--- config.mk ---
export PLATFORM = sky130hd
export DESIGN_NAME = op_window_gen
export DESIGN_NICKNAME = d
export VERILOG_FILES = /design/src/rtl/op_window_gen.sv
export SDC_FILE = /design/constraint.sdc
export NUM_CORES = 2
export LEC_CHECK = 0
export BUFFER_PORTS_ARGS = -buffer_cell sky130_fd_sc_hd__buf_2
export CAP_MARGIN = 20
export CORE_UTILIZATION = 40
export DETAILED_ROUTE_END_ITERATION = 8
export SLEW_MARGIN = 20
export SYNTH_ARGS = -nofsm -noshare
export SYNTH_HDL_FRONTEND = slang
export SYNTH_SLANG_ARGS = --single-unit
export TNS_END_PERCENT = 5
--- constraint.sdc ---
create_clock -name clock -period 7.54 [get_ports clock]
set_input_delay 0.377 -clock clock [delete_from_list [all_inputs] [get_ports clock]]
set_output_delay 0.377 -clock clock [all_outputs]
set_load 0.005 [all_outputs]
--- src/rtl/op_window_gen.sv ---
// ---------------------------------------------------------------------------
// op_window_gen
// Producer side of the 5x5 window interface used by the neighbourhood
// operators. A raster pixel stream is swept over a padded
// (IMG_WIDTH+4) x (IMG_HEIGHT+4) grid. Each grid step shifts one source pixel
// (the accepted pixel inside the image, zero in the pad region) into a 5x5
// register window. Four chained line buffers supply the older rows.
//
// Ports
//   clock       in   clock, all state on the rising edge
//   reset       in   synchronous, active-high reset
//   in_valid    in   in_data holds a valid pixel
//   in_ready    out  pixel accepted when in_valid && in_ready (combinational)
//   in_data     in   raster-order pixel, row-major, top-left first
//   out_valid   out  one-cycle pulse per grid step
//   window      out  5x5 window, byte (r*5+c) = grid pixel (y-r, x-c)
//   x, y        out  grid coordinates of the newest tap
//   frame_done  out  pulse together with the final step (W+3, H+3)
// ---------------------------------------------------------------------------
module op_window_gen #(
    parameter int DWIDTH     = 8,
    parameter int DWIDTH_OUT = DWIDTH * 25,
    parameter int IMG_WIDTH  = 64,
    parameter int IMG_HEIGHT = 48
) (
    input  logic                                  clock,
    input  logic                                  reset,
    input  logic                                  in_valid,
    output logic                                  in_ready,
    input  logic [DWIDTH-1:0]                     in_data,
    output logic                                  out_valid,
    output logic [DWIDTH_OUT-1:0]                 window,
    output logic [$clog2(IMG_WIDTH+5)-1:0]        x,
    output logic [$clog2(IMG_HEIGHT+5)-1:0]       y,
    output logic                                  frame_done
);

    localparam int XW       = $clog2(IMG_WIDTH + 5);
    localparam int YW       = $clog2(IMG_HEIGHT + 5);
    localparam int LB_DEPTH = IMG_WIDTH + 4;
    localparam int AW       = $clog2(LB_DEPTH);

    localparam logic [XW-1:0] X_IMG      = XW'(IMG_WIDTH);
    localparam logic [XW-1:0] X_LAST     = XW'(IMG_WIDTH + 3);
    localparam logic [YW-1:0] Y_IMG      = YW'(IMG_HEIGHT);
    localparam logic [YW-1:0] Y_LAST_IMG = YW'(IMG_HEIGHT - 1);
    localparam logic [YW-1:0] Y_LAST     = YW'(IMG_HEIGHT + 3);

    typedef enum logic [1:0] {
        S_IDLE  = 2'd0,
        S_RUN   = 2'd1,
        S_FLUSH = 2'd2
    } state_t;

    state_t                r_state;
    state_t                w_state_next;
    logic [XW-1:0]         r_gx;
    logic [XW-1:0]         w_gx_next;
    logic [YW-1:0]         r_gy;
    logic [YW-1:0]         w_gy_next;
    logic                  w_in_image;
    logic                  w_ready;
    logic                  w_step;
    logic                  w_row_end;
    logic                  w_frame_end;
    logic [AW-1:0]         w_addr;
    logic [DWIDTH-1:0]     w_pix;
    logic [DWIDTH-1:0]     w_tap [0:3];
    logic [DWIDTH_OUT-1:0] w_window_next;

    // Line buffers are never cleared; stale contents only reach taps above row 0.
    logic [DWIDTH-1:0]     r_lb [0:3][0:LB_DEPTH-1];

    logic                  r_out_valid;
    logic [DWIDTH_OUT-1:0] r_window;
    logic [XW-1:0]         r_x;
    logic [YW-1:0]         r_y;
    logic                  r_frame_done;

    // Step decode: acceptance, pad stepping and source pixel selection.
    always_comb begin
        w_in_image  = (r_gx < X_IMG) && (r_gy < Y_IMG);
        w_row_end   = (r_gx == X_LAST);
        w_frame_end = w_row_end && (r_gy == Y_LAST);
        w_addr      = r_gx[AW-1:0];
        w_ready     = 1'b0;
        w_step      = 1'b0;
        case (r_state)
            S_IDLE: begin
                w_ready = (r_gx < X_IMG);
                w_step  = in_valid && w_ready;
            end
            S_RUN: begin
                w_ready = (r_gx < X_IMG);
                // Pad columns advance every cycle without waiting for input.
                w_step  = w_ready ? in_valid : 1'b1;
            end
            S_FLUSH: begin
                w_ready = 1'b0;
                w_step  = 1'b1;
            end
            default: begin
                w_ready = 1'b0;
                w_step  = 1'b0;
            end
        endcase
        if (w_in_image) begin
            w_pix = in_data;
        end else begin
            w_pix = {DWIDTH{1'b0}};
        end
    end

    assign in_ready = w_ready;

    // Next-state and grid counter logic.
    always_comb begin
        w_state_next = r_state;
        w_gx_next    = r_gx;
        w_gy_next    = r_gy;
        if (w_step) begin
            if (w_row_end) begin
                w_gx_next = {XW{1'b0}};
                if (r_gy == Y_LAST) begin
                    w_gy_next = {YW{1'b0}};
                end else begin
                    w_gy_next = r_gy + {{(YW-1){1'b0}}, 1'b1};
                end
            end else begin
                w_gx_next = r_gx + {{(XW-1){1'b0}}, 1'b1};
                w_gy_next = r_gy;
            end
        end else begin
            w_gx_next = r_gx;
            w_gy_next = r_gy;
        end
        case (r_state)
            S_IDLE: begin
                if (w_step) begin
                    w_state_next = S_RUN;
                end else begin
                    w_state_next = S_IDLE;
                end
            end
            S_RUN: begin
                if (w_step && w_row_end && (r_gy == Y_LAST_IMG)) begin
                    w_state_next = S_FLUSH;
                end else begin
                    w_state_next = S_RUN;
                end
            end
            S_FLUSH: begin
                if (w_step && w_frame_end) begin
                    w_state_next = S_IDLE;
                end else begin
                    w_state_next = S_FLUSH;
                end
            end
            default: begin
                w_state_next = S_IDLE;
            end
        endcase
    end

    // Line-buffer taps: entry at column gx was written exactly W+4 steps ago.
    always_comb begin
        for (int k = 0; k < 4; k++) begin
            w_tap[k] = r_lb[k][w_addr];
        end
    end

    // Window shift: every row moves one column right, column 0 takes new data.
    always_comb begin
        w_window_next = r_window;
        w_window_next[0 +: DWIDTH] = w_pix;
        for (int r = 1; r < 5; r++) begin
            w_window_next[DWIDTH*(r*5) +: DWIDTH] = w_tap[r-1];
        end
        for (int r = 0; r < 5; r++) begin
            for (int c = 1; c < 5; c++) begin
                w_window_next[DWIDTH*(r*5+c) +: DWIDTH] = r_window[DWIDTH*(r*5+c-1) +: DWIDTH];
            end
        end
    end

    // Chained delay lines, advanced only on grid steps.
    always_ff @(posedge clock) begin
        if (w_step) begin
            r_lb[0][w_addr] <= w_pix;
            for (int k = 1; k < 4; k++) begin
                r_lb[k][w_addr] <= w_tap[k-1];
            end
        end
    end

    // FSM state and grid counter registers.
    always_ff @(posedge clock) begin
        if (reset) begin
            r_state <= S_IDLE;
            r_gx    <= {XW{1'b0}};
            r_gy    <= {YW{1'b0}};
        end else begin
            r_state <= w_state_next;
            r_gx    <= w_gx_next;
            r_gy    <= w_gy_next;
        end
    end

    // Output registers: one-cycle latency from a step; hold when no step.
    always_ff @(posedge clock) begin
        if (reset) begin
            r_out_valid  <= 1'b0;
            r_frame_done <= 1'b0;
            r_window     <= {DWIDTH_OUT{1'b0}};
            r_x          <= {XW{1'b0}};
            r_y          <= {YW{1'b0}};
        end else begin
            r_out_valid  <= w_step;
            r_frame_done <= w_step && w_frame_end;
            if (w_step) begin
                r_window <= w_window_next;
                r_x      <= r_gx;
                r_y      <= r_gy;
            end
        end
    end

    assign out_valid  = r_out_valid;
    assign frame_done = r_frame_done;
    assign window     = r_window;
    assign x          = r_x;
    assign y          = r_y;

endmodule
**Word-level counts from Yosys, hierarchy flattened**

Memories as Yosys holds them, arrays and structs flattened.
Index checks and enable logic that the tools add are counted.

- Register bits after elaboration: 230
- RAM bits: 2176
- Input port bits: 11
- Memories kept: 1

- Add/sub/neg operators: 2
- Magnitude comparators: 4
- Equal/unequal tests: 5
- Muxes and demuxes: 26
- Bitwise logic cells: 1
- Reductions and logical operators: 10

Memory list:

| memory | words | width | read ports | clocked after Yosys merged registers in | write ports | line | text |
|---|---|---|---|---|---|---|---|
| r_lb | 4 | 544 | 4 | 0 | 4 | 72 | `logic [DWIDTH-1:0] r_lb [0:3][0:LB_DEPTH-1];` |

Operators with widths:

| operator | number |
|---|---|
| $mux W544 | 1 |
| $bmux W8 S7 | 4 |
| $mux W8 | 10 |
| $demux W8 S7 | 1 |
| $eq A6 B6 Y1 const B | 2 |
| $ge A8 B8 Y1 const B | 1 |
| $lt A8 B1 Y1 const B | 1 |
| $not A7 Y8 | 1 |
| $add A7 B1 Y7 const B | 1 |
| $eq A7 B7 Y1 const B | 1 |
| $logic_and A1 B1 Y1 | 7 |
| $lt A7 B7 Y1 const B | 1 |
| $mux W7 | 1 |
| $add A6 B1 Y6 const B | 1 |
| $lt A6 B6 Y1 const B | 1 |
| $mux W6 | 1 |
| $pmux W2 S3 | 1 |
| $mux W1 | 4 |
| $mux W2 | 2 |
| $pmux W1 S3 | 1 |
| $eq A2 B1 Y1 const B | 1 |
| $eq A2 B2 Y1 const B | 1 |
| $logic_not A2 Y1 | 1 |
| $reduce_and A2 Y1 | 1 |
| $reduce_or A2 Y1 | 1 |

**Longest topological paths before layout**

- Depth in word-level cells: 7
- Mapped depth: 11

**Worst setup path after synthesis**

Ideal clock, no wire load.

- Path kind: reg-to-reg
- From: register r_gx[2]
- To: memory r_lb[0][144] (netlist bit) (enable)
- Library setup time: 502 ps
- Arrival time: 4793 ps
- Required time: 7038 ps
- Slack: 2245 ps
- Stages on the path, launching flop included: 10
- Buffers on the path: 8
- Cells stage by stage: dfxtp_1 -> buf_2 -> buf_4 -> buf_4 -> buf_4 -> buf_4 -> buf_2 -> buf_2 -> buf_2 -> nor4_1

RTL lines:

| element | line | text |
|---|---|---|
| from (decl) | 57 | `logic [XW-1:0] r_gx;` |
| from (signal assigned) | 200 | `r_gx <= {XW{1'b0}};` |
| from (signal assigned) | 204 | `r_gx <= w_gx_next;` |
| to (decl) | 72 |  |

==> metrics <==
layout cells sized above 1 0.192; Layout fillers 19.3k; CP max FO 72; Pint 22.3 mW; clock power share 0.419; TritonCTS clock tree done; Design Power 28.8 mW; final period utilization 0.692; Compound-Gate Fraction of Synth Area 0.0946; DR DRC count 0; Max Root-Sink Buffers 3; Starting DRT DRC Count 8221; routability cong. 0.858; Hold Buf Count CTS 2; wire length per cell 32.7 um; vias 55.5k; clk sinks 2406; status finished, final reports clean; # setup viols final 0; Max Fclk 0.192 GHz; Post-CTS Setup Inserts 0; count leader, synth edfxtp_1; EDFF count, synth 2176; met2 WL 134 mm; FF+latch count, synth 2406; sequential share of the synthesized area 0.758; Most used DFF post-synth edfxtp_1; nets@finish 5815; Min-Delay Path Class input port to flop; H-Tree Depth 4; TNS Setup 0 ns; largest family of logic cells by synthesized area compound AO/OA/AOI/OAI gates; Die Ht 482 um; Comb pwr share 0.060; multiplexer area fraction after synthesis 0.0842; FP Rows 175; RSZ-0062 raised after global routing false; io pins 227; Die W 482 um; TritonCTS Buffers 233; part of the power in registers 0.521; leakage 33.3 nW; Synth Area per Inst 16.7 um2; Simple-Gate Fraction of Synth Area 0.0381; DR top layer met5; Max-Cap Viols 0; Via-to-Cell Ratio 6.15; met1 WL 115 mm; Unique masters post-synth 86; time the worst path needs with I/O delays and setup 5.21 ns; xor and xnor area share after synthesis 0.000665; Post-Synthesis Cells 5532; clk_skew 0.0616 ns; ys async rst share 0; total routed wirelength 295 mm; vias in the first global route 52.1k; CP startpoint kind flop; post_cts resized 0; DRT Pass-1 Iters 8; Slew headroom 0.176; Layout area overhead 14.3%; Core Area 228000 um2; Clock Pin Slew Worst Setup and Hold Paths 0.06 ns; gr ovfl total 0; WP data arrival 5.58 ns; clk_lat worst skew 0.90 ns; Final Max Slew Viols 0; DIE AREA 233000 um2; sw frac 0.224; Post-DRT Antenna Nets 0; adder-cell share of the synthesized area 0.000271; Crit Path Class flop to flop; Syn Std Cell Area 92200 um2; met3 wire len 34.5 mm; final count of hold timing violations 0; CP Data Required Time 7.90 ns; synth warn 0; antenna violations before repair 14; IO buf count 226; largest net degree at the start of global routing 102; Yosys top cell by area edfxtp_1; PwrDens 273 nW/um2; share of the synthesized area in the top cell type 0.708; Layout Utilization 0.462; total track usage 0.248; root buf cell clkbuf_16; Worst IR Drop VDD 0.269 mV; largest cells by area after synthesis edfxtp_1 71%, dfxtp_1 5.0%, mux2i_1 4.9%; sw power 6.47 mW; commonest cells in the synthesized netlist 2176 x edfxtp_1, 498 x nand2_1, 454 x mux2i_1, 276 x a21oi_1, 238 x o22ai_1; global-route wire length before repair 407 mm; initial core utilization 0.404; Post-Synthesis Net Count 5545; Slew @ Worst Pin 1.24 ns; detailed placement HPWL 164 mm; crit end category flop
-- through the flow --
| stage | setup WS [ns] | instance area, um2 | hold WS, ns | std cells |
|---|---|---|---|---|
| floorplan | 2.25 | 92200 | 0.453 | 5532 |
| global placement | 2.38 | 97300 | 0.439 | 8569 |
| detailed placement | 2.59 | 97400 | 0.443 | 8573 |
| CTS | 2.54 | 105000 | 0.341 | 9017 |
| global route | 2.30 | 105000 | 0.394 | 9019 |
| finish | 2.33 | 105000 | 0.360 | 9024 |
-- power by group through the flow --
stage	logic [mW]	registers (mW)	clock network, mW
finish	1.72	15.0	12.1
global route	1.80	15.0	12.7
CTS	1.68	15.0	12.2
detailed placement	1.68	15.3	0
global placement	1.64	15.3	0
floorplan	0.979	15.3	0
-- per-layer routing --
metal  vias to the layer above  global-route usage
li1                      22700                   -
met1                     28700               0.338
met2                      3562               0.383
met3                       591              0.0655
met4                         8              0.0910
met5                         -                   0
-- layout by cell type (no fill, tap or decap), drive strengths merged, types with 159 or more instances in the layout --
master  instances
edfxtp       2176
a21oi         276
nand2         500
o22ai         238
mux2i         454
dfxtp         230
buf           432
a221oi        171
nor2          159
clkbuf        303
-- area by class of cell --
type / instances / area (um2) / share of cell area
inverters: 8 / 33.8 / 0.000320
clock buffers: 303 / 6300 / 0.0598
diodes: 6 / 15.0 / 0.000142
flip-flops and latches: 2406 / 70000 / 0.664
multi-input cells: 2719 / 20800 / 0.197
well taps: 3009 / 3760 / 0.0357
clock inverters: 139 / 1600 / 0.0152
repair buffers: 434 / 2930 / 0.0278
-- state kept, by name, indices dropped and copies added, names as in the netlist --
| register | flops |
|---|---|
| out_valid | 1 |
| r_gx | 7 |
| r_state | 2 |
| window | 200 |
| r_lb | 2176 |
| frame_done | 1 |
| y | 6 |
| r_gy | 6 |
| x | 7 |
-- logic make-up after synthesis --
logic type / Yosys count
compound gates: 1253
xor+xnor: 7
fa+ha+maj: 2
buf+inv: 407
flops: 2406
mux: 633
simple gates: 824
-- critical path, stage by stage, from the launching register on --
cell	delay (ns)
dfxtp_4	0.74
buf_12	0.42
nor2b_4	0.82
buf_12	0.44
a22oi_1	0.16
a22oi_1	0.20
nor2_1	0.11
o31ai_1	0.87
nand2_4	0.67
-- worst paths after layout --
kind              cells past startpoint            to        start  slack (ns)
setup / recovery                      8  r_lb[2][396]      r_gx[1]        2.33
hold reg to reg                       2   window[118]  window[118]        0.45
hold / removal                        3  r_lb[0][158]   in_data[6]        0.36
setup reg to reg                      8  r_lb[2][396]      r_gx[1]        2.33
Power figures use the tool's default switching activity.
